### src/rtl/reg_seq_defs.sv
// Shared state, opcode and write-select encodings
// for the reg_seq instruction sequencer.
package reg_seq_defs;

  typedef enum logic [2:0] {
    WAIT   = 3'd0,
    DECODE = 3'd1,
    GET_A  = 3'd2,
    GET_B  = 3'd3,
    ALU    = 3'd4,
    STATUS = 3'd5,
    WB_REG = 3'd6,
    WB_IMM = 3'd7
  } state_t;

  localparam logic [2:0] OPC_MOV  = 3'b110;
  localparam logic [2:0] OPC_ALU  = 3'b101;

  localparam logic [1:0] OP_ADD   = 2'b00;
  localparam logic [1:0] OP_CMP   = 2'b01;
  localparam logic [1:0] OP_AND   = 2'b10;
  localparam logic [1:0] OP_MVN   = 2'b11;
  localparam logic [1:0] OP_MOVI  = 2'b10;
  localparam logic [1:0] OP_MOVR  = 2'b00;

  localparam logic [1:0] VSEL_C   = 2'b00;
  localparam logic [1:0] VSEL_IMM = 2'b10;

endpackage

### src/rtl/reg_seq_out.sv
// State-to-control decoder: Moore outputs from
// the registered sequencer state.
module reg_seq_out
  import reg_seq_defs::*;
#(
  parameter int RW = 3,
  parameter int VW = 2
) (
  input  state_t        i_state,
  input  logic [2:0]    i_opcode,
  input  logic [1:0]    i_op,
  input  logic [RW-1:0] i_rn,
  input  logic [RW-1:0] i_rd,
  input  logic [RW-1:0] i_rm,
  output logic          o_w,
  output logic [RW-1:0] o_readnum,
  output logic [RW-1:0] o_writenum,
  output logic          o_write,
  output logic          o_loada,
  output logic          o_loadb,
  output logic          o_loadc,
  output logic          o_loads,
  output logic          o_asel,
  output logic [VW-1:0] o_vsel
);

  logic w_zero_a;

  // MOV Rd,Rm and MVN pass only the B operand
  assign w_zero_a = (i_opcode == OPC_MOV) ||
                    ((i_opcode == OPC_ALU) &&
                     (i_op == OP_MVN));

  // One control pattern per state; all idle by default
  always_comb begin
    o_w        = 1'b0;
    o_readnum  = '0;
    o_writenum = '0;
    o_write    = 1'b0;
    o_loada    = 1'b0;
    o_loadb    = 1'b0;
    o_loadc    = 1'b0;
    o_loads    = 1'b0;
    o_asel     = 1'b0;
    o_vsel     = VW'(VSEL_C);
    case (i_state)
      WAIT:   o_w = 1'b1;
      DECODE: ;
      GET_A: begin
        o_readnum = i_rn;
        o_loada   = 1'b1;
      end
      GET_B: begin
        o_readnum = i_rm;
        o_loadb   = 1'b1;
      end
      ALU: begin
        o_loadc = 1'b1;
        o_asel  = w_zero_a;
      end
      STATUS: o_loads = 1'b1;
      WB_REG: begin
        o_writenum = i_rd;
        o_vsel     = VW'(VSEL_C);
        o_write    = 1'b1;
      end
      WB_IMM: begin
        o_writenum = i_rn;
        o_vsel     = VW'(VSEL_IMM);
        o_write    = 1'b1;
      end
      default: o_w = 1'b1;
    endcase
  end

endmodule

### src/rtl/reg_seq.sv
// Multi-cycle MOV/ALU sequencer: state register
// and next-state logic; outputs via reg_seq_out.
module reg_seq
  import reg_seq_defs::*;
#(
  parameter int RW = 3,
  parameter int VW = 2
) (
  input  logic          clk,
  input  logic          rst_n,
  input  logic          s,
  input  logic [2:0]    opcode,
  input  logic [1:0]    op,
  input  logic [RW-1:0] rn,
  input  logic [RW-1:0] rd,
  input  logic [RW-1:0] rm,
  output logic          w,
  output logic [RW-1:0] readnum,
  output logic [RW-1:0] writenum,
  output logic          write,
  output logic          loada,
  output logic          loadb,
  output logic          loadc,
  output logic          loads,
  output logic          asel,
  output logic [VW-1:0] vsel
);

  state_t r_state;
  logic   w_is_cmp;

  assign w_is_cmp = (opcode == OPC_ALU) &&
                    (op == OP_CMP);

  // Sequencer state register with next-state decode
  always_ff @(posedge clk or negedge rst_n) begin
    if (!rst_n) begin
      r_state <= WAIT;
    end else begin
      case (r_state)
        WAIT:
          if (s) r_state <= DECODE;
        DECODE:
          case ({opcode, op})
            {OPC_MOV, OP_MOVI}: r_state <= WB_IMM;
            {OPC_MOV, OP_MOVR}: r_state <= GET_B;
            {OPC_ALU, OP_ADD}:  r_state <= GET_A;
            {OPC_ALU, OP_CMP}:  r_state <= GET_A;
            {OPC_ALU, OP_AND}:  r_state <= GET_A;
            {OPC_ALU, OP_MVN}:  r_state <= GET_B;
            default:            r_state <= WAIT;
          endcase
        GET_A:  r_state <= GET_B;
        GET_B:
          r_state <= w_is_cmp ? STATUS : ALU;
        ALU:    r_state <= WB_REG;
        STATUS: r_state <= WAIT;
        WB_REG: r_state <= WAIT;
        WB_IMM: r_state <= WAIT;
        default: r_state <= WAIT;
      endcase
    end
  end

  reg_seq_out #(
    .RW(RW),
    .VW(VW)
  ) u_out (
    .i_state    (r_state),
    .i_opcode   (opcode),
    .i_op       (op),
    .i_rn       (rn),
    .i_rd       (rd),
    .i_rm       (rm),
    .o_w        (w),
    .o_readnum  (readnum),
    .o_writenum (writenum),
    .o_write    (write),
    .o_loada    (loada),
    .o_loadb    (loadb),
    .o_loadc    (loadc),
    .o_loads    (loads),
    .o_asel     (asel),
    .o_vsel     (vsel)
  );

endmodule

### config.mk
export PLATFORM = sky130hd
export DESIGN_NAME = reg_seq
export DESIGN_NICKNAME = d
export VERILOG_FILES = /design/src/rtl/reg_seq_defs.sv /design/src/rtl/reg_seq_out.sv /design/src/rtl/reg_seq.sv
export SDC_FILE = /design/constraint.sdc
export NUM_CORES = 1
export LEC_CHECK = 0
export CAP_MARGIN = 20
export CORE_AREA = 3 3 40 42
export CTS_BUF_LIST = sky130_fd_sc_hd__clkbuf_4
export CTS_CLUSTER_DIAMETER = 80
export DETAILED_ROUTE_END_ITERATION = 8
export DIE_AREA = 0 0 43 45
export GPL_TIMING_DRIVEN = 0
export MAX_ROUTING_LAYER = met4
export PLACE_DENSITY = 0.73
export RECOVER_POWER = 25
export SYNTH_ARGS = -nofsm -noshare
export SYNTH_HDL_FRONTEND = slang
export SYNTH_SLANG_ARGS = --single-unit
### constraint.sdc
create_clock -name clk -period 2.9 [get_ports clk]
set_input_delay 0.435 -clock clk [delete_from_list [all_inputs] [get_ports clk]]
set_output_delay 0.435 -clock clk [all_outputs]
set_load 0.05 [all_outputs]
# == Word level (Yosys, flattened, before mapping) ==
# Index checks and enable logic that the tools add are counted.
# word_totals
ff_bits,3
inputBits,17
output_inout_bits,15
wordCells,41
# op_classes
n_eq_ne,18
n_mux,14
n_reduce_logical,8
# ops
cell,count
"5-bit equality test, second input constant",6
"3-bit equality test, second input constant",6
3-bit one-hot mux with 6 select lines,1
3-bit one-hot mux with 2 select lines,2
3-bit one-hot mux with 3 select lines,1
1-bit 2-to-1 mux,8
"3-bit by 2-bit equality test with 1-bit output, second input constant",2
3-bit OR reduction,2
2-bit OR reduction,2
"3-bit by 1-bit equality test with 1-bit output, second input constant",1
3-bit zero test,1
3-bit 2-to-1 mux,1
"2-bit by 1-bit equality test with 1-bit output, second input constant",1
"2-bit equality test, second input constant",1
1-bit logical AND,2
2-bit 2-to-1 mux,1
"2-bit inequality test, second input constant",1
1-bit logical OR,1

# == Longest topological paths before layout ==
# Gate-level depths: netlist of run 1.
# depth
depth_word,4
depth_mapped,4
mapped_depth_nobuf,3

# == Hierarchy ==
# From an unflattened synthesis of run 1, not the netlist that was laid out.
# hier_totals
hier_cells,44
hier_area_um2,371.6
# by_module_without_submodules
module,instances,cells_each,area_each_um2,seq_area_each_um2
reg_seq,1,20,190.2,75.1
reg_seq_out,1,24,181.4,0.0

# == Worst setup path before layout of run 1 ==
# Ideal clock, no wire load.
# synth_path
path_kind,register -> output
startpoint,register r_state[2]
endpoint,output asel
arrival_time_ns,1.787
t_required_ns,2.465
setup_slack_ns,0.678
path_stages_with_launch,4
n_path_buf,1
cell_sequence,dfrtp_1 > buf_2 > nor3b_2 > and3_1
# synth_via
elab_chain_len,2
# synth_rtl
element,line_no,rtl
start: declaration,reg_seq.sv:29,state_t r_state;
start signal: assignment,reg_seq.sv:55,r_state <= w_is_cmp ? STATUS : ALU;
3-bit equality test,reg_seq_out.sv:46,case (i_state)
1-bit 2-to-1 mux,reg_seq_out.sv:46,
end: declaration,reg_seq.sv:25,"output logic asel,"
# Every way passes these cells.

# == Worst setup path after layout of run 1 ==
# layout_path
startpoint,input opcode[0]
endpoint,output asel
# layout_via
elab_chain_len,4
word_cells_on_any_way,5
cone_classes,eq/ne (2); mux (1); reduce/logical (2)
# layout_rtl
element,line_no,rtl
start: declaration,reg_seq.sv:12,"input logic [2:0] opcode,"
3-bit equality test,reg_seq_out.sv:31,((i_opcode == OPC_ALU) &&
1-bit logical AND,reg_seq_out.sv:31,
1-bit logical OR (*),reg_seq_out.sv:30,assign w_zero_a = (i_opcode == OPC_MOV) ||
1-bit 2-to-1 mux (*),reg_seq_out.sv:46,
# Mark *: on every way between the ends. The rest lies on a longest branch, timed or not.

==> results of run 1 <==
-- path summary, 6_finish.rpt --
path	start	endpoint	slack (ps)	depth (start not counted)
max	opcode[0]	asel	300	5
min	rst_n	r_state[1]	440	1
max reg2reg	r_state[2]	r_state[2]	1750	3
min reg2reg	r_state[0]	r_state[1]	670	2
max in group asynchronous	rst_n	r_state[2]	2300	1
min in group clk	r_state[0]	r_state[1]	670	2
-- critical path, cell delays in order --
cell,delay (ps)
clkdlybuf4s50_1,540
nand4b_1,140
o21ai_0,90
and3_1,170
clkdlybuf4s50_1,800
-- layer usage --
| layer | vias up | track usage, % | share of wire (%) | wire [um] |
|---|---|---|---|---|
| met3 | 2 | 5.98 | 9.7 | 110 |
| met4 | 0 | 7.23 | 1.7 | 19 |
| li1 | 240 | - | - | - |
| met5 | - | - | 0 | 0 |
| met1 | 212 | 14.2 | 44 | 498 |
| met2 | 23 | 21.3 | 45 | 507 |
-- metrics by stage --
step | utilization [%] | total power, mW
floorplan | - | 0.359
global placement | 54.4 | 0.480
detailed placement | 54.4 | 0.482
CTS | 56.8 | 0.573
global route | 56.8 | 0.601
finish | 56.8 | 0.565
-- area by class of cell --
type / instances / area share (%)
repair buffers: 30 / 41.2
multi-input cells: 38 / 36.9
flip-flops and latches: 3 / 10.3
clock buffers: 4 / 4.12
plain buffers: 4 / 3.95
well taps: 15 / 2.57
inverters: 2 / 1.03
-- cell usage in the layout (no fill, tap or decap) --
master	count
or3b_1	1
o32ai_1	1
dfrtp_1	3
nor3b_2	1
and2_1	1
clkbuf_4	4
dlygate4sd3_1	2
nand2b_1	1
nor3b_1	1
conb_1	1
mux2i_1	6
a211o_1	1
and3b_1	3
buf_4	1
clkdlybuf4s50_1	28
nand3b_1	1
and3_1	2
buf_6	1
inv_1	2
nand4b_1	1
o21ai_0	2
and4bb_2	1
xnor2_1	1
nand2_1	1
nand3_1	2
nor2_1	7
a311o_1	1
nor3_1	1
buf_2	2
a21oi_1	1
-- logic make-up after synthesis --
| family | synth area share, % |
|---|---|
| other cells | 0.986 |
| mux | 15.8 |
| flops | 19.7 |
| compound gates | 11.2 |
| buf+inv | 9.54 |
| simple gates | 40.5 |
| xor+xnor | 2.30 |
-- report_power, final --
group	total, mW	internal [mW]	switching [mW]
combinational	0.403	0.162	0.241
clock	0.0870	0.0611	0.0258
sequential	0.0754	0.0579	0.0175
==> flow_summary_export.csv, run 1 <==
group,metric,value,unit
run_status,status,"finished clean",
final_layout,seq_area,75.1,um^2
synth,ys.flop_type,"dfrtp_1",
synth,synth-async-reset-ratio,100,%
cts,h-tree-depth,1,
timing,fmax,385,MHz
final_layout,antennaDiodeCount,0,
synth,synth_area_leaders,"dfrtp_1, mux2i_1, nor2_1",
critical_path,crit_type,"input port to output pin",
final_layout,largest_register,"r_state",
cts,cts_sinks,3,
cts,holdBufCountCts,0,
grt,grt_overflow,0,
die,start_util,29.6,%
run,maxCapViolations,0,
synth,synth_most_common_cell,"nor2_1",
synth,synth_seq_cells,3,
timing,period_share,89.6,%
cts,cts_tree,"yes",
detailed_routing,routed_via_density,4.97,
placement,dp_hpwl,891,um
die,ios,32,
critical_path,arrival,2160,ps
critical_path,cp_max_fo,6,
detailed_routing,drt_pre_antenna_iters,4,
detailed_routing,via_count,477,
grt,grt_pass1_wl,1.90,mm
placement,gp_congestion,0.753,
timing,post-route-min-period,2600,ps
die,die_y,45,um
final_layout,drive_gt1_share,12.3,%
grt,grt_max_degree,11,
final_layout,fillers,131,
power_and_ir_drop,peakVddDrop,0.355,mV
power_and_ir_drop,cellPowerDensity,775,nW/um^2
cts,clkTransAtPathRegs,40,ps
critical_path,required,2470,ps
die,die_area,1940,um^2
final_layout,stdcell_count,96,
final_layout,fin_area,729,um^2
cts,cts_root_buffer,"clkbuf_4",
synth,yosysTopAreaCell,"dfrtp_1",
placement,post_dp_cell_area,699,um^2
timing,worst_pin_slew,503,ps
die,core,1280,um^2
placement,post-place-cells,92,
critical_path,end_kind,"output pin",
final_layout,largest_register_ffs,3,
synth,syn_inst,47,
timing,maxSlewViolCount,0,
synth,syn-num-nets,64,
worst_hold_path,min_path_type,"input port to asynchronous set/reset pin",
final_layout,nNetsFinal,99,
final_layout,multi_input_area,269,um^2
synth,synth_edf_count,0,
synth,netlist-cell-type-count,27,
detailed_routing,drc,0,
timing,rsz0062_at_grt,"false",
timing,maxSlewHeadroom,66.4,%
critical_path,cp-start-kind,"input port",
cts,numCtsBuffers,3,
die,rows,13,
timing,setup_viol,0,
synth,ys_warn_count,0,
synth,syn_area_per_cell,8.09,um^2
cts,post_cts_buffers,0,
cts,clock_tree.buffer_depth,2,
grt,grt_pass1_vias,466,
synth,syn_area,380,um^2
power_and_ir_drop,p_leak,0.314,nW
timing,hold_viol_final,0,
placement,numPortBuffers,30,
final_layout,reg_top3,"r_state: 3 flops",
cts,insertion_delay,240,ps
grt,grt.total_usage,13.5,%
detailed_routing,drt_iter0_drc,8,
timing,worst_slack,300,ps
synth,synth_common_cells,"nor2_1, mux2i_1, and3b_1, dfrtp_1",
placement,dp_worst_setup_slack,304,ps
detailed_routing,final_antenna_net_count,0,
timing,fin_skew,4.83,ps
timing,setup-tns-final,0,ps
grt,antenna_found_initial,0,
die,die_x,43,um
timing,hold_slack,444,ps
detailed_routing,drt_wl_total,1.14,mm
cts,cts-resized-gates,0,
final_layout,syn2layout_area_growth,91.8,%
synth,ys_seq_area_share,19.7,%
synth,synth_top_area_share,19.7,%
detailed_routing,wl_per_cell,11.8,um
No activity file was read; power rests on OpenSTA's default activity.
==> run 2: changes to the inputs <==
Settings changed: ABC_CLOCK_PERIOD_IN_PS set to 2900, SLEW_MARGIN set to 5.
==> results of run 2 <==
The final DEF is identical to that of run 1; final timing and power are the same.
